--- src/rtl/mem_port_arbiter.sv ---
// rtl/mem_port_arbiter.sv - shares one memory bus between fetch (I) and data (D) requesters
// D has priority up to a burst limit while I waits; a grant timeout aborts hung transfers.
module mem_port_arbiter #(
  parameter int D_BURST_MAX = 4,
  parameter int TIMEOUT_CYC = 255
) (
  input  logic        clk,
  input  logic        rst,
  input  logic        i_req,
  input  logic [31:0] i_addr,
  output logic [31:0] i_rdata,
  output logic        i_done,
  output logic        i_stall,
  input  logic        d_req,
  input  logic        d_write,
  input  logic [1:0]  d_size,
  input  logic [31:0] d_addr,
  input  logic [31:0] d_wdata,
  output logic [31:0] d_rdata,
  output logic        d_done,
  output logic        d_stall,
  output logic        m_req,
  output logic        m_write,
  output logic [1:0]  m_size,
  output logic [31:0] m_addr,
  output logic [31:0] m_wdata,
  input  logic [31:0] m_rdata,
  input  logic        m_ready_n,
  input  logic        m_busy,
  output logic        err_timeout
);

  localparam int DW = $clog2(D_BURST_MAX + 1);

  typedef enum logic [1:0] {IDLE, GRANT_I, GRANT_D, DONE} state_t;

  state_t        state, state_next;
  logic [DW-1:0] dcnt;
  logic [7:0]    tcnt;
  logic          in_grant, xfer_ok, tmo, finish, d_capped;

  assign in_grant = (state == GRANT_I) || (state == GRANT_D);
  assign xfer_ok  = ~m_ready_n & ~m_busy;
  assign tmo      = (tcnt == 8'(TIMEOUT_CYC));
  assign finish   = in_grant & (xfer_ok | tmo);
  assign d_capped = i_req && (dcnt == DW'(D_BURST_MAX));

  assign i_stall = i_req & ~i_done;
  assign d_stall = d_req & ~d_done;

  always_comb begin
    state_next = state;
    m_req      = 1'b0;
    m_write    = 1'b0;
    m_size     = 2'b00;
    m_addr     = 32'b0;
    m_wdata    = 32'b0;
    case (state)
      IDLE: begin
        if (d_req && !d_capped) state_next = GRANT_D;
        else if (i_req)         state_next = GRANT_I;
      end
      GRANT_I: begin
        m_req  = ~m_busy;
        m_size = 2'b10;
        m_addr = i_addr;
        if (finish) state_next = DONE;
      end
      GRANT_D: begin
        m_req   = ~m_busy;
        m_write = d_write;
        m_size  = d_size;
        m_addr  = d_addr;
        m_wdata = d_write ? d_wdata : 32'b0;
        if (finish) state_next = DONE;
      end
      DONE:    state_next = IDLE;
      default: state_next = IDLE;
    endcase
  end

  always_ff @(posedge clk) begin
    if (!rst) state <= IDLE;
    else      state <= state_next;
  end

  always_ff @(posedge clk) begin
    if (!rst) begin
      i_rdata     <= 32'b0;
      d_rdata     <= 32'b0;
      i_done      <= 1'b0;
      d_done      <= 1'b0;
      err_timeout <= 1'b0;
      dcnt        <= '0;
      tcnt        <= 8'b0;
    end else begin
      i_done <= 1'b0;
      d_done <= 1'b0;
      if (state == GRANT_I && finish) begin
        i_done  <= 1'b1;
        i_rdata <= xfer_ok ? m_rdata : 32'b0;
      end
      if (state == GRANT_D && finish) begin
        d_done  <= 1'b1;
        d_rdata <= (xfer_ok && !d_write) ? m_rdata : 32'b0;
      end
      if (in_grant && !xfer_ok && tmo) err_timeout <= 1'b1;

      // Burst count only matters while I is actually waiting.
      if (!i_req || (state == GRANT_I && finish))
        dcnt <= '0;
      else if (state == GRANT_D && finish && dcnt != DW'(D_BURST_MAX))
        dcnt <= dcnt + DW'(1);

      if (in_grant && state_next == state) tcnt <= tcnt + 8'd1;
      else                                 tcnt <= 8'b0;
    end
  end

endmodule

--- config.mk ---
export PLATFORM = sky130hd
export DESIGN_NAME = mem_port_arbiter
export DESIGN_NICKNAME = d
export VERILOG_FILES = /design/src/rtl/mem_port_arbiter.sv
export SDC_FILE = /design/constraint.sdc
export NUM_CORES = 1
export LEC_CHECK = 0
export BUFFER_PORTS_ARGS = -buffer_cell sky130_fd_sc_hd__buf_2
export CAP_MARGIN = 20
export CORE_AREA = 2 2 106 108
export CTS_CLUSTER_DIAMETER = 40
export DETAILED_ROUTE_END_ITERATION = 16
export DIE_AREA = 0 0 108 110
export HOLD_SLACK_MARGIN = 0.05
export PLACE_DENSITY = 0.68
export SLEW_MARGIN = 40
export SYNTH_ARGS = -nofsm -noshare
export SYNTH_HDL_FRONTEND = slang
export SYNTH_SLANG_ARGS = --single-unit
--- constraint.sdc ---
create_clock -name clk -period 5.3 [get_ports clk]
set_input_delay 0.795 -clock clk [delete_from_list [all_inputs] [get_ports clk]]
set_output_delay 0.795 -clock clk [all_outputs]
set_load 0.02 [all_outputs]
==> impl_results.md, run 1 <==
- Vias per std cell: 5.06
- Post-synthesis compound-gate area fraction: 0.290
- Clock transition at path regs: 0.09 ns
- Async set-reset flop share out of synthesis: 0
- Total track usage: 0.179
- Final setup viols: 0
- Top delay family on crit path: buffers and inverters
- Aggregate negative setup slack: 0 ns
- DR DRC count: 0
- Height of the chip: 110 µm
- Max-slew violation count: 0
- CTS tree: done
- CTS Buf Count: 9
- Area Overhead vs Synth: 47.4%
- Synth cell types: 36
- Die X-Extent: 108 µm
- Clk_lat worst skew: 0.35 ns
- Seq/Total Area, Yosys: 0.464
- Combinational Power Share: 0.135
- Reg power frac: 0.488
- Final min period: 3.26 ns
- Psw: 342 µW
- Vias in the first global route: 3387
- Slowest CP cell: ha_2
- Leak: 0.00281 µW
- ANT nets after route: 0
- Port Buffers: 273
- Placer Congestion: 0.778
- CTS root buf: clkbuf_8
- Vias: 3748
- Largest net degree at the start of global routing: 38
- Critical Path Start Type: register
- Post-Synth Adder-Cell Area: 0.0218
- CP endpoint kind: primary output
- Worst Max-Slew Pin Slew: 0.640 ns
- Commonest non-fill, non-tap cell in the layout: buf_2
- Gates resized, CTS repair: 0
- First-pass iteration count of the detailed router: 4
- Max-cap violations: 0
- TritonCTS Sinks: 80
- Diode count: 0
- Post-synth EDFFs: 0
- Status: completed
- Rows: 38
- Worst Hold Class: register to register
- I/O pins: 274
- Slew headroom: 0.573
- Synth warn: 0
- Critical path buffers and inverters: 3
- Global route total overflow: 0
- Share of layout cells above drive strength 1: 0.511
- Crit-path max FO: 36
- Largest family of logic cells by synthesized area: compound AO/OA/AOI/OAI gates
- Post-Synth XOR/XNOR Area: 0.0152
- Mapped Nets: 482
- RSZ-0062 raised after global routing: false
- Clock share of power: 0.378
- Synth Area in Simple Gates: 0.152
- Most used DFF post-synth: dfxtp_1
- First-pass GRT wire length: 17.0 mm
- Core ar.: 10700 µm²
- WL/cell: 15.4 µm
- Max clock buf depth: 2
- Die footprint: 11900 µm²
- Syn avg cell area: 10.2 µm²
- Critical path's largest stage delay: 0.50 ns
- Crit path DAT: 2.46 ns
- DR iter-0 viols: 244
- Synthesized area: 3450 µm²
- Nets: 739
- Crit path required time: 4.51 ns
- Layout Skew: 0.00752 ns
- Critical path cell sequence: inv_1, ha_2, and2_1, buf_4, a22o_1, buf_2
- Minimum hold slack: 0.479 ns
- Internal power: 905 µW
- Initial antenna violation count: 0
- Total Wirelength: 11.4 mm
- Switching share of power: 0.274
- Final HPWL DP: 8.64 mm
- Most frequent cells in the layout: buf_2, a22o_1, dfxtp_1
- Hold_buf cts: 0
- Cell count after synthesis: 339
- Mux contribution to synthesized area: 0
- Final Cycle Share: 0.615
- Initial Util: 0.323
- PD cells: 245 nW/µm²
- Post-CTS Setup Inserts: 0
- FF+latch count, synth: 80
- # H-tree levels: 3
- Final Hold Viols: 0
- Worst vdd ir: 129 µV
- Crit path kind: register to primary output
- Fmax: 307 MHz
[per-layer routing]
metal / up-vias / track usage / wire length, µm
met5: - / 0 / 0
met2: 187 / 0.295 / 5530
met1: 1749 / 0.243 / 4830
met3: 6 / 0.0453 / 987
met4: 0 / 0.0256 / 49
li1: 1806 / - / -
[Yosys cell counts (5+ instances only)]
library cell / number / area share
a22o_1: 93 / 0.24
and3_1: 38 / 0.069
buf_2: 13 / 0.019
buf_6: 5 / 0.016
clkbuf_1: 13 / 0.014
dfxtp_1: 80 / 0.46
ha_1: 6 / 0.022
inv_1: 5 / 0.0054
nand2_1: 16 / 0.017
nand3_1: 5 / 0.0073
nor2b_1: 5 / 0.0091
nor3_1: 8 / 0.012
o21ai_0: 5 / 0.0073
xor2_1: 5 / 0.013
[registers in the layout (all words and copies together), names as in the netlist]
signal	count
d_rdata	32
i_rdata	32
tcnt	8
dcnt	3
state	2
d_done	1
err_timeout	1
i_done	1
[final cells by class]
class / count / area (µm²)
flip-flops and latches: 80 / 1600
repair buffers: 278 / 1420
clock inverters: 7 / 86.3
fillers: 1039 / 5610
multi-input cells: 222 / 1660
clock buffers: 9 / 124
well taps: 140 / 175
inverters: 5 / 18.8
[power by group through the flow]
stage          registers, µW  clock network [µW]  logic [µW]
2_1_floorplan            624                   0        83.2
3_3_place_gp             622                   0         163
3_5_place_dp             622                   0         167
4_1_cts                  608                 487         168
5_1_grt                  609                 513         184
6_report                 608                 471         168
[kinds of logic after synthesis]
logic type                 count (synthesis)
AOI/OAI and AO/OA                        118
and+or+nand+nor                           92
adders and majority gates                  6
DFF                                       80
buffers and inverters                     37
xor gates and xnor gates                   6
[metrics by stage]
stage          setup WS, ns  utilization  cells  total power, µW  instance area, µm²
2_1_floorplan          2.82            -    339              707                3450
3_3_place_gp           2.06        0.453    723              785                4840
3_5_place_dp           2.16        0.455    725              789                4870
4_1_cts                1.77        0.475    741             1260                5080
5_1_grt                1.86        0.475    741             1310                5080
6_report               2.04        0.475    741             1250                5080
[path summary, 6_finish.rpt]
| check | from | depth (start not counted) | endpoint | slack (ns) |
|---|---|---|---|---|
| setup / recovery | state[0] | 6 | m_addr[0] | 2.04 |
| hold / removal | d_rdata[25] | 1 | d_rdata[25] | 0.48 |
| setup reg to reg | state[1] | 5 | i_rdata[18] | 2.71 |
| hold reg to reg | d_rdata[25] | 1 | d_rdata[25] | 0.48 |
(Power assumes the default switching activity.)
==> inputs of run 2 (changes only) <==
clock period = 3.3 ns   (was 5.3 ns; I/O delays follow)
==> run 2 against run 1 <==
  * Sequential share of layout area grew 0.13 points
  * Critical path type unchanged
  * Clock skew up 0.0057 ns
  * Highest routed layer unchanged
  * Critical path depth stayed put
  * Clock power up 46%
  * Via count rose by 0.61%
  * Cell area decreased by 0.42%
  * Non-clock buffer count is 2 higher
  * Count of clock-buffer cells in the layout is 1 higher
  * Largest power group unchanged
==> impl_results.md, run 2 (synthesized netlist as in run 1, its figures left out) <==
- R2R Setup Slk: 0.92 ns (-1.79 ns)
- RR Endpoint: d_rdata[28]
- Slowest CP cell: dfxtp_1
- Slew headroom: 0.667 (+0.0939)
- Non-filler cells in the finished layout: 743 (+0.27%)
- Clock transition at path regs: 0.09 ns (about the same)
- Post-route setup slack: 0.567 ns (-1.48 ns)
- WL/cell: 15.4 µm (+0.32%)
- Top layer in use: met4
- Critical path cell sequence: inv_1, ha_1, and2_1, buf_4, a22o_1, buf_2
- Height of the chip: 110 µm (unchanged)
- Diode count: 0 (unchanged)
- Area of the multi-input gates: 1660 µm² (-0.30%)
- TritonCTS Sinks: 80 (unchanged)
- Worst vdd ir: 379 µV (+190%)
- Hold Startpoint: m_rdata[17]
- Gates resized, CTS repair: 0 (unchanged)
- Commonest non-fill, non-tap cell in the layout: buf_2
- Largest net degree at the start of global routing: 41 (+7.9%)
- Vias: 3771 (+0.61%)
- Share of layout cells above drive strength 1: 0.507 (-0.00335)
- Crit. path cell count: 6 (unchanged)
- Clk_lat worst skew: 0.36 ns (about the same)
- Top Registers: d_rdata (32), i_rdata (32), tcnt (8)
- First-pass iteration count of the detailed router: 4 (unchanged)
- Finished Cell Area: 5060 µm² (-0.42%)
- Hold_buf cts: 0 (unchanged)
- Global route total overflow: 0 (unchanged)
- DR iter-0 viols: 189 (-23%)
- Flip-flop and latch area: 1600 µm² (unchanged)
- Critical Path Start Type: register
- Max clock buf depth: 2 (unchanged)
- # H-tree levels: 3 (unchanged)
- Placer Congestion: 0.790 (+1.6%)
- Post-CTS Setup Inserts: 0 (unchanged)
- CTS tree: done
- Max-cap violations: 0 (unchanged)
- Crit path DAT: 2.24 ns (-0.22 ns)
- I/O pins: 274 (unchanged)
- Core ar.: 10700 µm² (unchanged)
- Nets: 741 (+0.27%)
- Aggregate negative setup slack: 0 ns (unchanged)
- Crit-path max FO: 40 (+11%)
- CTS Buf Count: 9 (unchanged)
- Final HPWL DP: 8.61 mm (-0.32%)
- Placed Cells: 727 (+0.28%)
- Crit path kind: register to primary output
- Final Hold Viols: 0 (unchanged)
- Crit path required time: 2.80 ns (-1.71 ns)
- Worst Hold Class: input pin to register
- Total track usage: 0.181 (+0.00197)
- Status: completed
- PD cells: 383 nW/µm² (+56%)
- CTS root buf: clkbuf_8
- Initial Util: 0.323 (unchanged)
- ANT nets after route: 0 (unchanged)
- CP Launch Point: state[1]
- Port Buffers: 273 (unchanged)
- Layout Skew: 0.0132 ns (+0.00571 ns)
- Critical R2R Launch: state[1]
- Critical path buffers and inverters: 3 (unchanged)
- WL met1: 4.89 mm (+1.3%)
- DR DRC count: 0 (unchanged)
- Critical path's largest stage delay: 0.46 ns (-0.04 ns)
- First-pass GRT wire length: 17.1 mm (+0.56%)
- Final min period: 2.73 ns
- R2R depth: 8 (+3)
- Leak: 0.00280 µW (-0.14%)
- Fmax: 366 MHz
- Most frequent cells in the layout: buf_2, a22o_1, dfxtp_1
- Final setup viols: 0 (unchanged)
- Vias per std cell: 5.08 (+0.34%)
- Total power: 1940 µW (+55%)
- RSZ-0062 raised after global routing: false
- Cell Area, Placed: 4870 µm² (about the same)
- Filler cells: 1049 (+0.96%)
- Initial antenna violation count: 0 (unchanged)
- Die X-Extent: 108 µm (unchanged)
- Die footprint: 11900 µm² (unchanged)
- Rows: 38 (unchanged)
- Max-slew violation count: 0 (unchanged)
- Worst Setup EP: m_addr[0]
- Metal2 WL: 5.52 mm (-0.16%)
- Final Cycle Share: 0.828
- Vias in the first global route: 3569 (+5.4%)
- Met3 Wirelength: 944 µm (-4.4%)
- Top delay family on crit path: buffers and inverters
- Total Wirelength: 11.5 mm (+0.59%)
- Area Overhead vs Synth: 46.7%
- CP endpoint kind: primary output
- Pre-CTS WS: 0.964 ns (-1.20 ns)
- Worst Max-Slew Pin Slew: 0.499 ns (-0.141 ns)
==> run 2: changes by cell type in the layout (fill, tap and decap cells not counted), sizes merged <==
cell / previous run / this run
clkinv: 1 / 2
inv: 9 / 7
bufinv: 1 / 0
clkinvlp: 1 / 2
buf: 278 / 280
clkbuf: 9 / 10
==> run 2: per-layer routing <==
layer,vias to the layer above,global-route usage
li1,1814,-
met1,1776,0.226
met2,171,0.306
met3,10,0.0529
met4,0,0.0476
met5,-,0
==> run 2: worst reg2reg max path, delay by kind of cell, from the launching register on <==
kind	cells	cell delay, ns
buffers and inverters	3	0.79
AOI/OAI and AO/OA	1	0.22
and+or+nand+nor	3	0.45
DFF	1	0.46
adders and majority gates	1	0.42
==> run 2: final cells by class <==
type	count	share of cell area
Clock inverter	6	0.0104
Sequential cell	80	0.316
Inverter	5	0.00371
Tap cell	140	0.0346
Multi-Input combinational cell	222	0.328
Timing Repair Buffer	280	0.280
Clock buffer	10	0.0272
==> run 2: worst min path at each step <==
stage	endpoint	slack, ns	cells past startpoint
2_1_floorplan	dcnt[1]	0.47	2
5_1_grt	i_rdata[17]	0.34	2
3_5_place_dp	d_rdata[9]	0.46	1
4_1_cts	i_rdata[20]	0.33	2
3_3_place_gp	d_rdata[22]	0.45	1
6_report	i_rdata[17]	0.35	2
==> run 2: report_power, final <==
part           internal, µW  switching [µW]  total [µW]
registers               971            5.82         976
clock network           304             386         690
logic                   117             154         271
total                  1390             546        1940
==> run 2: through the flow <==
step           hold slack, ns  utilization
2_1_floorplan           0.470            -
3_3_place_gp            0.451        0.456
3_5_place_dp            0.457        0.456
4_1_cts                 0.331        0.473
5_1_grt                 0.337        0.473
6_report                0.352        0.473
